<file path="src/rtl/ch3_pkg.sv">
// ch3_pkg: shared types and constants for the channel-3 (wave) sequencer.
//   ch3_state_e      : channel on/off state
//   ch3_vol_e        : NR32 output level code
//   CH3_TIMER_MAX    : frequency timer value that triggers a reload/fetch
//   CH3_LEN_FULL     : length load value meaning "256 ticks"
//   ch3_vol_shift()  : applies the NR32 level code to a 4-bit sample
package ch3_pkg;

    localparam int CH3_TIMER_MAX = 2047;
    localparam int CH3_LEN_FULL  = 256;

    typedef enum logic {
        CH3_OFF = 1'b0,
        CH3_RUN = 1'b1
    } ch3_state_e;

    typedef enum logic [1:0] {
        CH3_VOL_MUTE    = 2'b00,
        CH3_VOL_FULL    = 2'b01,
        CH3_VOL_HALF    = 2'b10,
        CH3_VOL_QUARTER = 2'b11
    } ch3_vol_e;

    function automatic logic [3:0] ch3_vol_shift(input logic [3:0] smp, input logic [1:0] code);
        logic [3:0] res;
        case (ch3_vol_e'(code))
            CH3_VOL_MUTE:    res = 4'd0;
            CH3_VOL_FULL:    res = smp;
            CH3_VOL_HALF:    res = smp >> 1;
            CH3_VOL_QUARTER: res = smp >> 2;
            default:         res = 4'd0;
        endcase
        return res;
    endfunction

endpackage

</file>
<file path="src/rtl/ch3_len_ctr.sv">
// ch3_len_ctr: channel-3 length counter (0..256 ticks remaining).
//   cery_2mhz  in  : APU 2 MHz clock
//   napu_reset in  : asynchronous active-low reset
//   len_wr     in  : NR31 write strobe, loads 256 - len_data
//   len_data   in  : NR31 value
//   trig       in  : trigger strobe, reloads 256 only when the counter is empty
//   len_tick   in  : 256 Hz frame-sequencer strobe
//   len_en     in  : NR34 bit 6, enables decrementing
//   len_expire out : combinational pulse in the cycle a tick takes the count 1 -> 0
module ch3_len_ctr
    import ch3_pkg::*;
#(
    parameter int LEN_W = 9
) (
    input  logic       cery_2mhz,
    input  logic       napu_reset,
    input  logic       len_wr,
    input  logic [7:0] len_data,
    input  logic       trig,
    input  logic       len_tick,
    input  logic       len_en,
    output logic       len_expire
);

    logic [LEN_W-1:0] len_rem;
    logic             tick_ok;

    // A write or trigger in the same cycle swallows the tick.
    assign tick_ok    = len_tick && len_en && !len_wr && !trig && (len_rem != '0);
    assign len_expire = tick_ok && (len_rem == LEN_W'(1));

    always_ff @(posedge cery_2mhz or negedge napu_reset) begin
        if (!napu_reset) begin
            len_rem <= '0;
        end else if (len_wr) begin
            len_rem <= LEN_W'(CH3_LEN_FULL) - LEN_W'(len_data);
        end else if (trig) begin
            if (len_rem == '0) len_rem <= LEN_W'(CH3_LEN_FULL);
        end else if (tick_ok) begin
            len_rem <= len_rem - 1'b1;
        end
    end

endmodule

</file>
<file path="src/rtl/ch3_wave_seq.sv">
// ch3_wave_seq: channel-3 sequencer and wave-RAM arbiter.
// Runs the frequency timer, sample position and on/off state, fetches
// wave-RAM bytes, shares the single wave-RAM port with the CPU and drives
// the volume-shifted sample to the DAC.
//
// Ports:
//   cery_2mhz, napu_reset        : clock, async active-low reset
//   dac_en, len_wr, len_data,
//   len_en, freq, trig, vol_code : decoded NR30-NR34 fields / strobes
//   len_tick                     : 256 Hz length strobe
//   cpu_wram_req/addr, _gnt      : CPU wave-RAM access request and grant
//   wram_addr, wram_rd           : wave-RAM port address, channel fetch strobe
//   wram_rdata                   : wave-RAM data, valid the cycle after wram_rd
//   ch3_active                   : NR52 bit 2
//   dac_in                       : 4-bit sample to the channel-3 DAC
//
// Build option CH3_DMG_WRAM_QUIRK_EN: while running, the CPU only gets the
// port in the cycle after a fetch, and then sees the channel's current byte.
//
// state   | meaning
// --------+--------------------------------------------------------------
// CH3_OFF | channel silent, timer and position frozen
// CH3_RUN | timer counting up to 2047, fetching a nibble on each wrap
module ch3_wave_seq
    import ch3_pkg::*;
#(
    parameter int FREQ_W = 11,
    parameter int POS_W  = 5,
    parameter int LEN_W  = 9
) (
    input  logic              cery_2mhz,
    input  logic              napu_reset,
    input  logic              dac_en,
    input  logic              len_wr,
    input  logic [7:0]        len_data,
    input  logic              len_en,
    input  logic [FREQ_W-1:0] freq,
    input  logic              trig,
    input  logic [1:0]        vol_code,
    input  logic              len_tick,
    input  logic              cpu_wram_req,
    input  logic [3:0]        cpu_wram_addr,
    output logic              cpu_wram_gnt,
    output logic [3:0]        wram_addr,
    output logic              wram_rd,
    input  logic [7:0]        wram_rdata,
    output logic              ch3_active,
    output logic [3:0]        dac_in
);

    ch3_state_e        state;
    logic [FREQ_W-1:0] timer;
    logic [POS_W-1:0]  pos;
    logic              fetch_pend;
    logic              fetch_lo;
    logic [3:0]        sample_buf;
    logic              len_expire;
    logic [3:0]        chan_byte;

    ch3_len_ctr #(.LEN_W(LEN_W)) u_len_ctr (
        .cery_2mhz  (cery_2mhz),
        .napu_reset (napu_reset),
        .len_wr     (len_wr),
        .len_data   (len_data),
        .trig       (trig),
        .len_tick   (len_tick),
        .len_en     (len_en),
        .len_expire (len_expire)
    );

    always_ff @(posedge cery_2mhz or negedge napu_reset) begin
        if (!napu_reset) begin
            state      <= CH3_OFF;
            timer      <= '0;
            pos        <= '0;
            wram_rd    <= 1'b0;
            fetch_pend <= 1'b0;
            fetch_lo   <= 1'b0;
            sample_buf <= 4'd0;
        end else begin
            wram_rd    <= 1'b0;
            fetch_pend <= wram_rd;
            // Nibble select is latched per fetch so back-to-back fetches
            // (period 1) each capture their own half of the byte.
            if (wram_rd)    fetch_lo   <= pos[0];
            if (fetch_pend) sample_buf <= fetch_lo ? wram_rdata[3:0] : wram_rdata[7:4];

            if (trig) begin
                state <= dac_en ? CH3_RUN : CH3_OFF;
                pos   <= '0;
                timer <= freq;
            end else if (state == CH3_RUN) begin
                if (!dac_en || len_expire) begin
                    state <= CH3_OFF;
                end else if (timer == FREQ_W'(CH3_TIMER_MAX)) begin
                    timer   <= freq;
                    pos     <= pos + 1'b1;
                    wram_rd <= 1'b1;
                end else begin
                    timer <= timer + 1'b1;
                end
            end
        end
    end

    assign chan_byte  = pos[POS_W-1:1];
    assign ch3_active = (state == CH3_RUN) && dac_en;
    assign dac_in     = ch3_active ? ch3_vol_shift(sample_buf, vol_code) : 4'd0;

`ifdef CH3_DMG_WRAM_QUIRK_EN
    assign cpu_wram_gnt = (state == CH3_RUN) ? (cpu_wram_req && fetch_pend)
                                             : (cpu_wram_req && !wram_rd);
    assign wram_addr    = (wram_rd || (cpu_wram_gnt && (state == CH3_RUN))) ? chan_byte
                        : (cpu_wram_gnt ? cpu_wram_addr : 4'd0);
`else
    assign cpu_wram_gnt = cpu_wram_req && !wram_rd;
    assign wram_addr    = wram_rd ? chan_byte : (cpu_wram_gnt ? cpu_wram_addr : 4'd0);
`endif

endmodule

</file>
<file path="config.mk">
export PLATFORM = sky130hd
export DESIGN_NAME = ch3_wave_seq
export DESIGN_NICKNAME = d
export VERILOG_FILES = /design/src/rtl/ch3_pkg.sv /design/src/rtl/ch3_len_ctr.sv /design/src/rtl/ch3_wave_seq.sv
export SDC_FILE = /design/constraint.sdc
export NUM_CORES = 1
export LEC_CHECK = 0
export CORE_MARGIN = 3
export CORE_UTILIZATION = 54
export DETAILED_ROUTE_END_ITERATION = 10
export GPL_TIMING_DRIVEN = 0
export PLACE_DENSITY = 0.84
export SETUP_SLACK_MARGIN = 0.05
export SYNTH_ARGS = -nofsm -noshare
export SYNTH_HDL_FRONTEND = slang
export SYNTH_SLANG_ARGS = --single-unit
</file>
<file path="constraint.sdc">
create_clock -name cery_2mhz -period 5.1 [get_ports cery_2mhz]
set_input_delay 1.02 -clock cery_2mhz [delete_from_list [all_inputs] [get_ports cery_2mhz]]
set_output_delay 1.02 -clock cery_2mhz [all_outputs]
set_load 0.005 [all_outputs]
</file>
; ---- Word level (Yosys, flattened, before mapping)
; Index checks and enable logic that the tools add are counted.
[word_totals]
regBits = 33
[op_classes]
addsub = 4
eq_ne = 7
mux = 25
n_reduce_logical = 21
[ops]
columns = cell, n
row1 = $mux W11, 4
row2 = $mux W9, 4
row3 = $mux W5, 4
row4 = $mux W4, 4
row5 = $pmux W4 S4, 1
row6 = $add A11 B1 Y11 const B, 1
row7 = $eq A11 B11 Y1 const B, 1
row8 = $eq A9 B1 Y1 const B, 1
row9 = $logic_not A9 Y1, 1
row10 = $reduce_bool A9 Y1, 1
row11 = $sub A9 B1 Y9 const B, 1
row12 = $sub A9 B8 Y9 const A, 1
row13 = $mux W1, 8
row14 = $logic_and A1 B1 Y1, 7
row15 = $add A5 B1 Y5 const B, 1
row16 = $eq A2 B2 Y1 const B, 2
row17 = $logic_not A1 Y1, 4
row18 = $reduce_and A2 Y1, 2
row19 = $reduce_bool A2 Y1, 2
row20 = $ne A3 B2 Y1 const B, 1
row21 = $reduce_and A3 Y1, 1
row22 = $reduce_bool A3 Y1, 1
row23 = $eq A2 B1 Y1 const B, 1
row24 = $logic_not A2 Y1, 1
row25 = 2 further kinds, 2

; ---- Longest topological paths before layout
[depth]
ltp_word = 9
depth_mapped = 8
mapped_depth_nobuf = 7

; ---- By module
; From an unflattened synthesis, not the netlist that was laid out.
[hier_totals]
cells_unflattened = 257
hier_area_um2 = 2307.2
[by_module_without_submodules]
columns = module, n_inst, cells_per_inst, area_per_inst_um2, seq_area_each_um2
row1 = ch3_wave_seq, 1, 161, 1462.7, 600.6
row2 = ch3_len_ctr, 1, 96, 844.6, 225.2

; ---- Worst setup path after synthesis
; OpenSTA, ideal clock, no wires.
[synth_timing]
path_kind = input -> output
start = input vol_code[1]
end = output dac_in[1]
arrival_ps = 1510
required_ps = 4080
path_slack_ps = 2570
stages = 3
path_buffers = 0
path_cell_list = mux2_2 > a21oi_1 > nor2_1
[synth_via]
elab_chain_len = 3
word_cells_on_any_way = 6
[synth_rtl]
columns = item, line
row1 = from (decl), ch3_wave_seq.sv:39  ; input logic [1:0] vol_code,
row2 = $eq A2 B2 Y1 (tied with other cells), ch3_pkg.sv:26  ; case (ch3_vol_e'(code))
row3 = $pmux W4 S4 *, ch3_pkg.sv:26
row4 = $mux W4 *, ch3_wave_seq.sv:108  ; assign dac_in = ch3_active ? ch3_vol_shift(sample_buf, vol_code) : 4'd0;
row5 = to (decl), ch3_wave_seq.sv:48  ; output logic [3:0] dac_in
; Mark *: on every way between the ends. The rest lies on a longest branch, timed or not.

; ---- Worst setup path after layout
[layout_timing]
start = input dac_en
end = output dac_in[3]
[layout_via]
elab_chain_len = 2
[layout_rtl]
columns = item, line
row1 = from (decl), ch3_wave_seq.sv:33  ; input logic dac_en,
row2 = $logic_and A1 B1 Y1, ch3_wave_seq.sv:107  ; assign ch3_active = (state == CH3_RUN) && dac_en;
row3 = $mux W4, ch3_wave_seq.sv:108
; Every way passes these cells.

==> reports/qor.yml <==
status:
  status: "completed"
sta:
  post-route-period-util: 0.709
  finalHoldViolCount: 0
  layout_min_cycle_time_ps: 3610
  maxSlewHeadroom: 0.465
  fin_setup_tns_ps: 0
  final-max-slew-violation-count: 0
  grt_setup_unrepaired: "no"
  holdWs_ps: 544
  layout_setup_ws_ps: 1490
  worstMarginPinSlew_ps: 797
  setup_violations: 0
  fmax_mhz: 277
  finClkSkew_ps: 3.49
layout:
  nNetsFinal: 349
  drive_above_1_share: 0.0759
  instances_no_fill: 351
  syn_to_final_growth_pct: 31.7
  design_area_um2: 2830
  fin_util: 0.756
  antenna_cells: 0
placement:
  placed_cell_area_um2: 2710
  dp_worst_setup_slack_ps: 1480
  place_hpwl_um: 4070
  place.port_buffers: 51
  dpl.cell_count: 343
  place_congestion: 0.840
grt:
  grt.total_usage: 0.233
  grt_pass1_vias: 2033
  antenna_found_initial: 0
  grt_pass1_wl_um: 9280
  grt_max_degree: 34
  grt_overflow: 0
setup_path:
  slowest_delay_ps: 510
  cp_cell_sequence: "clkdlybuf4s50_1, nand2_1, inv_1, and3_1, clkdlybuf4s50_1"
  required_ps: 4080
  r2r-start: "u_len_ctr.len_rem[0]"
  critPathBufInv: 3
  crit_family: "buffers and inverters"
  path_class: "in2out"
  crit_path_max_fanout: 6
  endpoint_kind: "primary output"
  arrival_ps: 2590
  cp-start-kind: "primary input"
  slowest_stage: "clkdlybuf4s50_1"
  cpMostUsedCell: "clkdlybuf4s50_1"
  cp-startpoint: "dac_en"
  r2r_setup_slack_ps: 2850
pwr:
  p_leak_nw: 1.13
  finalPower_uw: 748
  power_density_nw_per_um2: 264
  peakVddDrop_mv: 0.266
yosys:
  synthDistinctLibCells: 54
  syn_avg_cell_area_um2: 8.80
  synthTopCellsByCount: "nor2_1 (34), dfrtp_1 (33), o21ai_0 (20)"
  synthTopCellsByArea: "dfrtp_1 (38%), nor2_1 (5.9%), o21ai_0 (4.7%)"
  synth_edf_count: 0
  synthFlopType: "dfrtp_1"
  yosysTopAreaCellShare: 0.384
  async_reset_ff_frac: 1.00
  syn_nets: 291
  synth_seq_area_share: 0.384
  synth_area_um2: 2150
  yosys_warnings: 0
  yosysMostFrequentCell: "nor2_1"
  syn-instance-count: 244
  ys_seq_elements: 33
  yosysTopAreaCell: "dfrtp_1"
clocking:
  cts_resized: 0
  post_cts_buffers: 0
  clock_path_buffers: 2
  worst_skew_pair.late_latency_ps: 280
  cts_root_buffer: "clkbuf_8"
  cts.sinks: 33
  cts_inserted_buffers: 5
  cts_tree: "built"
  clkTransAtPathRegs_ps: 70
  htree_levels: 2
  cts_hold_buf: 0
floorplan:
  core_um2: 3740
  fp.dieW_um: 69.1
  die_h_um: 69.1
  start_util: 0.574
  fp-row-count: 22
  die_area_um2: 4770
  top_level_ports: 52
drt:
  viasPerCell: 6.13
  route.vias.total: 2152
  drtAntennaViolNets: 0
  wirelength_um: 5670
  drt_pass1_iterations: 5
  drt_iter0_drc: 150
  wl_per_cell_um: 16.1
  drc: 0
flow_run:
  max_cap_violations: 0
min_path:
  min_path_type: "reg2reg"
  hp-start: "wram_rd"
-- area by class of cell --
| type | count | area [um2] |
|---|---|---|
| clock buffer | 7 | 86.3 |
| inverter | 8 | 30.0 |
| timing repair buffer | 51 | 505 |
| multi-input combinational | 195 | 1250 |
| clock inverter | 1 | 30.0 |
| sequential | 33 | 826 |
| buffer | 8 | 45.0 |
| fill | 290 | 913 |
| tap | 48 | 60.1 |
-- sequential cells by signal, indices dropped and copies added (netlist names) --
register and flops:
wram_rd 1, sample_buf 4, fetch_pend 1, u_len_ctr.len_rem 9, timer 11, pos 5
fetch_lo 1, state 1
-- per-layer routing --
metal	track usage	up-vias	part of all wire
met5	0	-	0
met4	0.0694	0	0.011
met3	0.0481	7	0.074
met2	0.369	108	0.48
met1	0.321	1011	0.44
li1	-	1026	-
-- worst reg2reg max path, cell delays in order, from the launching register on --
cell      delay [ps]
dfrtp_1          400
inv_1            120
ha_1             190
nor4b_4          300
a211oi_1         150
a311oi_2         620
buf_6            230
o21ai_0          100
-- report_power, final --
group	switching, mW	internal, mW
clock network	0.0978	0.159
registers	0.0358	0.286
logic	0.0851	0.0841
total	0.219	0.529
-- path summary, 6_finish.rpt --
path                                             end  depth (start not counted)
min in group asynchronous       u_len_ctr.len_rem[4]                          1
worst max register to register  u_len_ctr.len_rem[6]                          7
worst min-delay path                      fetch_pend                          0
worst max-delay path                       dac_in[3]                          5
worst min register to register            fetch_pend                          0
max in group asynchronous                   timer[2]                          1
-- cells by family (layout without fill, tap and decap cells) --
logic type	after synthesis	in the layout	synth area share
fa+ha+maj	6	6	0.0349
simple gates	94	94	0.227
mux	8	8	0.0384
xor+xnor	9	9	0.0367
buf+inv	16	75	0.0349
compound gates	78	78	0.243
flops	33	33	0.384
-- layout by cell type (no fill, tap or decap), types with 2 or more instances in the layout --
cell type        Yosys  final
dfrtp_1             33     33
and3_1               5      5
a22oi_1              5      5
buf_2                3      4
o31a_1               2      2
o31ai_1              3      3
mux2_2               2      2
mux2i_1              6      6
nor2_1              34     34
inv_1                7      7
a31oi_1              2      2
clkbuf_8             0      6
o21a_1               2      2
clkdlybuf4s50_1      0     50
nand3_1              9      9
a211oi_1             5      5
nand4_1              4      4
nor3_1              10     10
nand2_1             13     13
a22o_1               4      4
nor4_1               2      2
nor2b_1              5      5
ha_1                 6      6
xnor2_1              3      3
o2111ai_1            2      2
a32oi_1              3      3
a21oi_1             18     18
or3_1                2      2
clkbuf_1             3      4
o21ai_0             20     20
xor2_1               6      6
No activity file was read; power rests on OpenSTA's default activity.
